[src/rtl/watch_cu.sv]
// watch_cu: button presses -> one-cycle adjust ticks (1-cycle latency, registered), set-mode FSM with idle timeout and blink.
// No backpressure. Define AUTOREPEAT_EN to add hold-to-repeat ticks; without it a held button gives one tick.
module watch_cu #(
   parameter int CLK_HZ        = 100_000_000,
   parameter int TIMEOUT_SEC   = 10,
   parameter int BLINK_HALF    = 50_000_000,
   parameter int REPEAT_DELAY  = 50_000_000,
   parameter int REPEAT_PERIOD = 10_000_000
) (
   input  logic       clk,
   input  logic       reset,
   input  logic       btn_mode,
   input  logic       btn_up,
   input  logic       btn_down,
   output logic       tick_hour_up,
   output logic       tick_min_up,
   output logic       tick_sec_up,
   output logic       tick_hour_down,
   output logic       tick_min_down,
   output logic       tick_sec_down,
   output logic       edit_mode,
   output logic [1:0] sel_field,
   output logic       blink
);
   typedef enum logic [1:0] {RUN = 2'd0, SET_HOUR = 2'd1, SET_MIN = 2'd2, SET_SEC = 2'd3} state_t;

   localparam int IDLE_W = $clog2(TIMEOUT_SEC * CLK_HZ);
   localparam logic [IDLE_W-1:0] IDLE_MAX = IDLE_W'(TIMEOUT_SEC * CLK_HZ - 1);
   localparam int BLINK_W = $clog2(BLINK_HALF + 1);
   localparam logic [BLINK_W-1:0] BLINK_MAX = BLINK_W'(BLINK_HALF - 1);

   state_t             state_q, state_d;
   logic               mode_prev_q, up_prev_q, down_prev_q;
   logic [IDLE_W-1:0]  idle_q, idle_d;
   logic [BLINK_W-1:0] blink_cnt_q, blink_cnt_d;
   logic               blink_q, blink_d;
   logic               edit_q;
   logic [5:0]         tick_q, tick_d;

   logic mode_p, up_p, down_p, in_set, timeout, adj_ok, inc, dec;
   logic rpt_fire, rpt_up;
   logic [2:0] fsel;

`ifdef AUTOREPEAT_EN
   localparam int RPT_MAX = (REPEAT_DELAY > REPEAT_PERIOD) ? REPEAT_DELAY : REPEAT_PERIOD;
   localparam int RPT_W = $clog2(RPT_MAX + 1);
   localparam logic [RPT_W-1:0] DELAY_MAX  = RPT_W'(REPEAT_DELAY - 1);
   localparam logic [RPT_W-1:0] PERIOD_MAX = RPT_W'(REPEAT_PERIOD - 1);

   logic             rpt_arm_q, rpt_arm_d, rpt_up_q, rpt_up_d, rpt_fast_q, rpt_fast_d;
   logic [RPT_W-1:0] rpt_cnt_q, rpt_cnt_d;
   logic             rpt_hold;
`endif

   always_comb begin
      mode_p  = btn_mode & ~mode_prev_q;
      up_p    = btn_up & ~up_prev_q;
      down_p  = btn_down & ~down_prev_q;
      in_set  = (state_q != RUN);
      timeout = in_set && (idle_q == IDLE_MAX);

      state_d = state_q;
      if (timeout)
         state_d = RUN;
      else if (mode_p)
         state_d = state_t'(state_q + 2'd1);

      // Mode and timeout both pre-empt adjustment; simultaneous up+down cancel out.
      adj_ok = in_set && !timeout && !mode_p;
      inc    = adj_ok && up_p && !down_p;
      dec    = adj_ok && down_p && !up_p;

      rpt_fire = 1'b0;
      rpt_up   = 1'b0;
`ifdef AUTOREPEAT_EN
      rpt_hold   = rpt_up_q ? (btn_up & ~btn_down) : (btn_down & ~btn_up);
      rpt_arm_d  = 1'b0;
      rpt_up_d   = rpt_up_q;
      rpt_fast_d = 1'b0;
      rpt_cnt_d  = '0;
      if (inc || dec) begin
         rpt_arm_d = 1'b1;
         rpt_up_d  = inc;
      end else if (rpt_arm_q && adj_ok && rpt_hold) begin
         rpt_arm_d  = 1'b1;
         rpt_fast_d = rpt_fast_q;
         if (rpt_cnt_q == (rpt_fast_q ? PERIOD_MAX : DELAY_MAX)) begin
            rpt_fire   = 1'b1;
            rpt_fast_d = 1'b1;
         end else begin
            rpt_cnt_d = rpt_cnt_q + 1'b1;
         end
      end
      rpt_up = rpt_up_q;
`endif

      fsel   = {state_q == SET_SEC, state_q == SET_MIN, state_q == SET_HOUR};
      tick_d = '0;
      if (inc || (rpt_fire && rpt_up))
         tick_d[2:0] = fsel;
      if (dec || (rpt_fire && !rpt_up))
         tick_d[5:3] = fsel;

      if (state_d == RUN || state_d != state_q || mode_p || up_p || down_p || rpt_fire)
         idle_d = '0;
      else
         idle_d = idle_q + 1'b1;

      blink_d     = blink_q;
      blink_cnt_d = blink_cnt_q + 1'b1;
      if (state_d == RUN) begin
         blink_d     = 1'b0;
         blink_cnt_d = '0;
      end else if (state_d != state_q || (adj_ok && (up_p || down_p)) || rpt_fire) begin
         blink_d     = 1'b1;
         blink_cnt_d = '0;
      end else if (blink_cnt_q == BLINK_MAX) begin
         blink_d     = ~blink_q;
         blink_cnt_d = '0;
      end
   end

   // Previous-value registers reset high so a button held through reset is not a press.
   always_ff @(posedge clk or posedge reset) begin
      if (reset) begin
         state_q     <= RUN;
         mode_prev_q <= 1'b1;
         up_prev_q   <= 1'b1;
         down_prev_q <= 1'b1;
         idle_q      <= '0;
         blink_cnt_q <= '0;
         blink_q     <= 1'b0;
         edit_q      <= 1'b0;
         tick_q      <= '0;
      end else begin
         state_q     <= state_d;
         mode_prev_q <= btn_mode;
         up_prev_q   <= btn_up;
         down_prev_q <= btn_down;
         idle_q      <= idle_d;
         blink_cnt_q <= blink_cnt_d;
         blink_q     <= blink_d;
         edit_q      <= (state_d != RUN);
         tick_q      <= tick_d;
      end
   end

`ifdef AUTOREPEAT_EN
   always_ff @(posedge clk or posedge reset) begin
      if (reset) begin
         rpt_arm_q  <= 1'b0;
         rpt_up_q   <= 1'b0;
         rpt_fast_q <= 1'b0;
         rpt_cnt_q  <= '0;
      end else begin
         rpt_arm_q  <= rpt_arm_d;
         rpt_up_q   <= rpt_up_d;
         rpt_fast_q <= rpt_fast_d;
         rpt_cnt_q  <= rpt_cnt_d;
      end
   end
`endif

   assign tick_hour_up   = tick_q[0];
   assign tick_min_up    = tick_q[1];
   assign tick_sec_up    = tick_q[2];
   assign tick_hour_down = tick_q[3];
   assign tick_min_down  = tick_q[4];
   assign tick_sec_down  = tick_q[5];
   assign edit_mode      = edit_q;
   assign sel_field      = state_q;
   assign blink          = blink_q;

endmodule

[config.mk]
export PLATFORM = sky130hd
export DESIGN_NAME = watch_cu
export DESIGN_NICKNAME = d
export VERILOG_FILES = /design/src/rtl/watch_cu.sv
export SDC_FILE = /design/constraint.sdc
export NUM_CORES = 1
export LEC_CHECK = 0
export BUFFER_PORTS_ARGS = -buffer_cell sky130_fd_sc_hd__buf_4
export CORE_ASPECT_RATIO = 1.4
export CORE_UTILIZATION = 60
export CTS_BUF_LIST = sky130_fd_sc_hd__clkbuf_16
export DETAILED_ROUTE_END_ITERATION = 16
export GPL_TIMING_DRIVEN = 0
export PLACE_DENSITY = 0.78
export RECOVER_POWER = 50
export SYNTH_ARGS = -nofsm -noshare
export SYNTH_HDL_FRONTEND = slang
export SYNTH_SLANG_ARGS = --single-unit
export TNS_END_PERCENT = 50
[constraint.sdc]
create_clock -name clk -period 2.3 [get_ports clk]
set_input_delay 0.23 -clock clk [delete_from_list [all_inputs] [get_ports clk]]
set_output_delay 0.23 -clock clk [all_outputs]
set_load 0.02 [all_outputs]
==> reports/results.md, run 1 <==
* finished with violations — run status
* capacitance limit, slew limit — failing checks
* dfrtp_1 — flip-flop cell with the highest count after synthesis
* 0 — grt ovf
* 11.0 mm — first-pass GRT wire length
* 0.00363 mm² — Cell Area, Placed
* 41.0% — Sequential Power Share
* 4 — number of search-and-repair iterations in the first detailed-routing pass
* 19.6% — combinational share of power
* 829 mW/mm² — power per unit of standard cell area
* 0.32 ns — latest clock arrival within the worst-skew pair
* 1.79 nW — cell leakage power
* 1 — number of violations of the max-capacitance limit
* 45 — final slew viol count
* 10.2 µm² — Post-Synthesis Mean Instance Area
* 30.2% — post-synthesis simple-gate area fraction
* 0.00679 ns — Max Clock Skew
* 0 — yosys synthesis warning count
* -8.23% — Max-Slew Margin vs Limit
* 5.63 — post-DR vias/cell
* 27.8% — Switching Fraction
* 2.19% — adder and majority gate portion of the synthesized area
* 24.2% — overall fraction of global-route tracks in use
* dfrtp_1 — most area-hungry cell type in the Yosys netlist
* -0.0145 ns — worst slack after detailed placement
* 6.59 mm — final wirelength
* 95.1% — part of the cycle the worst path needs
* 14.9 µm — wire length per cell after detailed routing
* 62.4% — Starting Density
* input pin to flip-flop — kind of path behind the tightest hold check
* 0.0268 ns — Post-Route Hold Slack
* 0 ns — setup total negative slack
* yes — clock tree from TritonCTS
* 337 — post-synthesis cell count
* 0.779 — routability-driven placement congestion ratio
* 1.42% — fraction of the mapped netlist area in compound gates
* 0.745 mV — peak ir drop on the vdd network
* flip-flop — Critical Path Start Type
* 0.00342 mm² — Syn Std Cell Area
* flip-flop — kind of end point of the critical path
* 48.2% — area share of the leading cell type in the synthesized netlist
* flip-flop to flip-flop — Worst Path Class, Setup
* no — RSZ-0062 raised after global routing
* 1.62 ns — transition at the pin with the smallest max-transition slack
* 0 — count of antenna diodes in the layout
* 72.6% — Final Util
* 0.06 ns — clock input transition at the sequential cells of the worst setup and hold paths
* 348 — synthesized netlist net count
* 45 — maximum number of pins on one net before global-route repair
* 380 — nets
* 10 — critical-path maximum fanout
* 91.4 µm — Chip Height
* 39.5% — power share of the clock group
* 117 — Iteration-0 DRC Markers
* dfrtp_1 — most instantiated library cell after synthesis
* 2 — clock buffer depth
* 4.41 mm — Final HPWL DP
* simple AND/OR/NAND/NOR gates — largest family of logic cells by synthesized area
* dfrtp_1, nor2_1, xor2_1, nand2_1, nand3_1 — leading post-synthesis cells by instance count
* 457 MHz — maximum operating frequency
* 14.4% — fraction of final layout cells sized beyond drive strength 1
* 0.00238 W — internal power contribution
* 0.00602 mm² — total die area
* 0.00398 mm² — post-layout instance area
* 0.112 ns — least setup slack across all paths after layout
* 3 — count of H-tree levels built during CTS
* 100% — share of synthesized flip-flops with an asynchronous set or reset
* clkbuf_16 — buffer type at the clock tree root
* 0 — number of buffers added to fix hold violations after cts
* 0 — number of endpoints failing setup at the final stage
* 35 — distinct cell type count after synthesis
* 2.51 ns — Worst Path Required
* 0 — EDFF count, synth
* 0 — number of nets with antenna violations after routing
* 13.6% — fraction of synthesized cell area in xor and xnor cells
* 2.19 ns — shortest clock period the worst path allows after layout
* 2,490 — total via count in the routed design
* 69 — Yosys reg bits
* 0 — final-report hold violation count
* 15 — number of placed I/O pins
* 0% — mux cell area share after synthesis
* 2.40 ns — Critical Path AT
* dfrtp_1, xor2_1, nor2_1, xnor2_1, nand3_1 — cells taking the most area after synthesis
* 2,485 — vias in the first global route
* 0 — DRC violations left
* 32 — Placement Rows
* 65.9 µm — width of the chip
* 50.5% — sequential element share of the synthesized area
* 0 — initial antenna violation count
* 14 — Port Buf Inserts
* 69 — number of sinks on the clock net
* 16.2% — Area Overhead vs Synth
* 9 — TritonCTS Buffers
* 0.000916 W — switching power
* 0.00549 mm² — Core ar.
==> power groups by stage <==
stage,logic (W),registers (W),clock network [W]
floorplan,0.000344,0.00142,0
global placement,0.000548,0.00137,0
detailed placement,0.000572,0.00137,0
CTS,0.000598,0.00135,0.00132
global route,0.000709,0.00136,0.00139
finish,0.000645,0.00135,0.00130
==> registers in the layout, summed over array words and instances, names as in the netlist <==
signal,count
down_prev_q,1
blink,1
edit_mode,1
blink_cnt_q,26
idle_q,30
mode_prev_q,1
sel_field,2
tick_q,6
up_prev_q,1
==> through the flow <==
step | power, W | instances
final | 0.00330 | 442
after global routing | 0.00346 | 442
after CTS | 0.00327 | 436
after detailed placement | 0.00195 | 420
after global placement | 0.00192 | 419
after floorplan | 0.00176 | 337
==> cells in the final DEF, fill, tap and decap left out, drive strengths merged <==
| cell type | instances |
|---|---|
| a21oi | 3 |
| a2bb2oi | 1 |
| and2 | 7 |
| and3 | 8 |
| and3b | 9 |
| and4 | 7 |
| buf | 18 |
| bufinv | 1 |
| clkbuf | 22 |
| clkinv | 3 |
| clkinvlp | 1 |
| dfrtp | 66 |
| dfstp | 3 |
| ha | 6 |
| inv | 8 |
| nand2 | 28 |
| nand3 | 23 |
| nand3b | 1 |
| nand4 | 17 |
| nand4b | 1 |
| nor2 | 57 |
| nor2b | 4 |
| nor3 | 5 |
| nor3b | 2 |
| nor4 | 5 |
| nor4b | 7 |
| o21ai | 2 |
| o31a | 1 |
| or2 | 2 |
| or3 | 1 |
| or4 | 2 |
| xnor2 | 20 |
| xor2 | 33 |
==> layout make-up <==
type / count / area, µm²
sequential: 69 / 1730
multi-input combinational: 252 / 1660
fill: 395 / 1510
clock buffer: 9 / 225
timing repair buffer: 21 / 148
tap: 68 / 85.1
clock inverter: 7 / 58.8
buffer: 10 / 52.6
inverter: 6 / 22.5
==> timing repair <==
item,CTS,global route
gates resized for setup,1,6
setup endpoints to repair,11,47
pin swaps,0,3
buffers inserted,0,6
==> critical path, cell delays in order (launching register included) <==
cell and delay [ns]:
dfrtp_1 0.44, nand4_2 0.20, or3_4 0.45, nor4_4 0.37, a2bb2oi_4 0.27, buf_6 0.17, and3b_1 0.18
==> logic make-up after synthesis <==
family / count (synthesis)
compound gates: 7
xor+xnor: 53
fa+ha+maj: 6
buf+inv: 16
flops: 69
simple gates: 186
==> metal layers <==
| metal | vias up | share of wire [%] | global-route usage (%) |
|---|---|---|---|
| met5 | - | 0 | 0 |
| met4 | 0 | 1.5 | 10.7 |
| met3 | 7 | 2.2 | 5.53 |
| met2 | 34 | 54 | 41.6 |
| met1 | 1230 | 43 | 27.9 |
| li1 | 1219 | - | - |
==> path summary, 6_finish.rpt <==
kind	startpoint	endpoint	cells past startpoint	slack, ns
setup / recovery	idle_q[4]	blink_cnt_q[22]	6	0.11
hold / removal	btn_up	up_prev_q	1	0.03
setup reg to reg	idle_q[4]	blink_cnt_q[22]	6	0.11
hold reg to reg	blink_cnt_q[0]	blink_cnt_q[0]	1	0.52
max in group asynchronous	reset	idle_q[24]	3	0.48
min in group asynchronous	reset	blink_cnt_q[25]	2	0.42
No activity file was read; power rests on OpenSTA's default activity.
==> inputs of run 2 (changes only) <==
CORE_MARGIN = 2   (was not set)
==> reports/results.md, run 2 (synthesis gave the netlist of run 1 again) <==
* ha_2 > nand3_1 > or3_4 > nor4_4 > a2bb2oi_4 > buf_6 > and3b_1 — worst-path cell chain
* 377 — nets, -0.79%
* 0 — number of endpoints failing setup at the final stage, unchanged
* 0 — grt ovf, unchanged
* 94.9% — part of the cycle the worst path needs, -0.24 points
* clkbuf_16 — buffer type at the clock tree root
* 4 — number of search-and-repair iterations in the first detailed-routing pass, unchanged
* 2,422 — vias in the first global route, -2.5%
* 0.000926 W — switching power, +1.1%
* 22.8% — overall fraction of global-route tracks in use, -1.4 points
* idle_q x30, blink_cnt_q x26, tick_q x6 — Top Registers
* 1.44 ns — transition at the pin with the smallest max-transition slack, -0.186 ns
* 39.8% — Sequential Power Share, -1.2 points
* yes — clock tree from TritonCTS
* 40 — maximum number of pins on one net before global-route repair, -11%
* 10.8 mm — first-pass GRT wire length, -2.1%
* 62.0% — Starting Density, -0.45 points
* 0.33 ns — latest clock arrival within the worst-skew pair, about the same
* 439 — number of standard cells in the final layout excluding fillers, -0.68%
* 0.00340 W — final total power, +3.2%
* 3 — count of H-tree levels built during CTS, unchanged
* 0 — final slew viol count, -100%
* 0.00248 W — internal power contribution, +4.0%
* input pin to flip-flop — kind of path behind the tightest hold check
* dfrtp_1 — slowest CP cell
* 32 — Placement Rows, unchanged
* 13.7% — fraction of final layout cells sized beyond drive strength 1, -0.69 points
* 0.754 — routability-driven placement congestion ratio, -3.2%
* 0.00173 mm² — area of all sequential standard cells, unchanged
* dfrtp_1, nor2_1, xor2_1 — top library cells by usage in the layout, fill and taps aside
* 69 — number of sinks on the clock net, unchanged
* 420 — total instance count after detailed placement, unchanged
* 2,419 — total via count in the routed design, -2.9%
* 42.8% — power share of the clock group, +3.3 points
* 2.52 ns — Worst Path Required, about the same
* 458 MHz — maximum operating frequency, +0.26%
* 14 — Port Buf Inserts, unchanged
* 856 mW/mm² — power per unit of standard cell area, +3.3%
* 93.4 µm — Chip Height, +2.2%
* hold timing — failing checks
* 0 — number of violations of the max-capacitance limit, -1
* 0 — number of nets with antenna violations after routing, unchanged
* flip-flop — kind of end point of the critical path
* 14.3 µm — wire length per cell after detailed routing, -3.9%
* 27.2% — Switching Fraction, -0.56 points
* 0.00164 mm² — multi-input combinational cell area, -1.2%
* 0.677 mV — peak ir drop on the vdd network, -9.1%
* 0 — count of antenna diodes in the layout, unchanged
* 1 — final-report hold violation count, +1
* 4.18% — Max-Slew Margin vs Limit, +12 points
* finished with violations — run status
* 0 — DRC violations left, unchanged
* 6.29 mm — final wirelength, -4.5%
* 2.40 ns — Critical Path AT, about the same
* 17.4% — combinational share of power, -2.2 points
* 2.18 ns — shortest clock period the worst path allows after layout, -0.00560 ns
* yes — RSZ-0062 raised after global routing
* 0.00553 mm² — Core ar., +0.73%
* -0.00866 ns — Post-Route Hold Slack, -0.0355 ns
* flip-flop to flip-flop — Worst Path Class, Setup
* 0.39 ns — largest incremental delay on the critical path, -0.06 ns
* 15 — number of placed I/O pins, unchanged
* dfrtp_1 — leading cell type in the layout, fill and taps excluded
* 5.51 — post-DR vias/cell, -2.2%
* 0.00634 mm² — total die area, +5.3%
* 2 — clock buffer depth, unchanged
* 4.30 mm — Final HPWL DP, -2.4%
* 0.06 ns — clock input transition at the sequential cells of the worst setup and hold paths, about the same
* 1.78 nW — cell leakage power, -0.48%
* flip-flop — Critical Path Start Type
* idle_q — register with the most flip-flops
* 0.00635 ns — Max Clock Skew, -0.000446 ns
* 162 — Iteration-0 DRC Markers, +38%
* 71.9% — Final Util, -0.62 points
* 67.9 µm — width of the chip, +3.0%
* 30 — Largest register FFs, unchanged
* 0 — initial antenna violation count, unchanged
* 391 — number of fillers in the final layout, -1.0%
* 16.1% — Area Overhead vs Synth
* 9 — TritonCTS Buffers, unchanged
* 10 — critical-path maximum fanout, unchanged
[run 2: cell types whose count changed in the layout (fill, tap and decap cells not counted)]
cell,previous run,this run
dlygate4sd3_1,0,1
bufinv_16,1,2
nor4b_4,1,0
nand3_2,1,0
inv_1,8,6
buf_4,14,13
nor4_2,3,2
clkbuf_1,7,6
nand3_1,22,23
nor4_1,1,2
clkbuf_4,5,3
nor4b_2,1,2
clkinv_4,0,1
[run 2: power by group through the flow]
stage	logic [W]	registers (W)	clock network, W
final	0.000593	0.00135	0.00146
after global placement	0.000548	0.00137	0
after floorplan	0.000344	0.00142	0
after CTS	0.000584	0.00135	0.00147
after global routing	0.000661	0.00137	0.00154
after detailed placement	0.000565	0.00137	0
[run 2: layout make-up]
cell class | instances | area share, %
buffer | 10 | 1.32
sequential | 69 | 43.5
timing repair buffer | 18 | 3.31
clock inverter | 7 | 2.27
multi-input combinational | 252 | 41.2
inverter | 6 | 0.567
clock buffer | 9 | 5.67
tap | 68 | 2.14
[run 2: per-stage QoR]
stage          setup slack, ns  area (µm²)  hold WS (ns)  setup TNS, ns
6_report                 0.118        3980      -0.00866              0
4_1_cts                 0.0529        3960       0.00362              0
3_3_place_gp            -0.423        3610         0.346         -27.66
2_1_floorplan            0.330        3420         0.234              0
5_1_grt               -0.00166        3980       0.00182       -0.00166
3_5_place_dp            0.0238        3630         0.348              0
[run 2: routing by layer]
metal | share of wire, % | GRT usage [%]
met3 | 2.3 | 5.05
met2 | 52 | 37.9
met1 | 43 | 27.6
met4 | 2.1 | 10.5
met5 | 0 | 0
[run 2: path summary, 6_finish.rpt]
| kind | from | endpoint | slack, ns | cells past startpoint |
|---|---|---|---|---|
| min reg2reg | idle_q[0] | idle_q[0] | 0.50 | 1 |
| max | idle_q[0] | blink_cnt_q[22] | 0.12 | 7 |
| max in group asynchronous | reset | blink_cnt_q[3] | 0.54 | 3 |
| max reg2reg | idle_q[0] | blink_cnt_q[22] | 0.12 | 7 |
| min in group asynchronous | reset | idle_q[28] | 0.33 | 2 |
| min | btn_down | down_prev_q | -0.009 | 1 |
[run 2: worst max-delay path: cells and delay by family, from the launching register on]
family                     cells  cell delay, ns
adders and majority gates      1            0.22
and+or+nand+nor                4            1.06
buffers and inverters          1            0.16
AOI/OAI and AO/OA              1            0.24
DFF                            1            0.39
[run 2: repair_timing]
item	in CTS	in global routing
endpoints found under the setup margin	4	44
pin swaps	0	3
cloned	0	0
buffers inserted	0	2
hold buffers	0	1
endpoints found under the hold margin	0	1
resized for setup	1	4
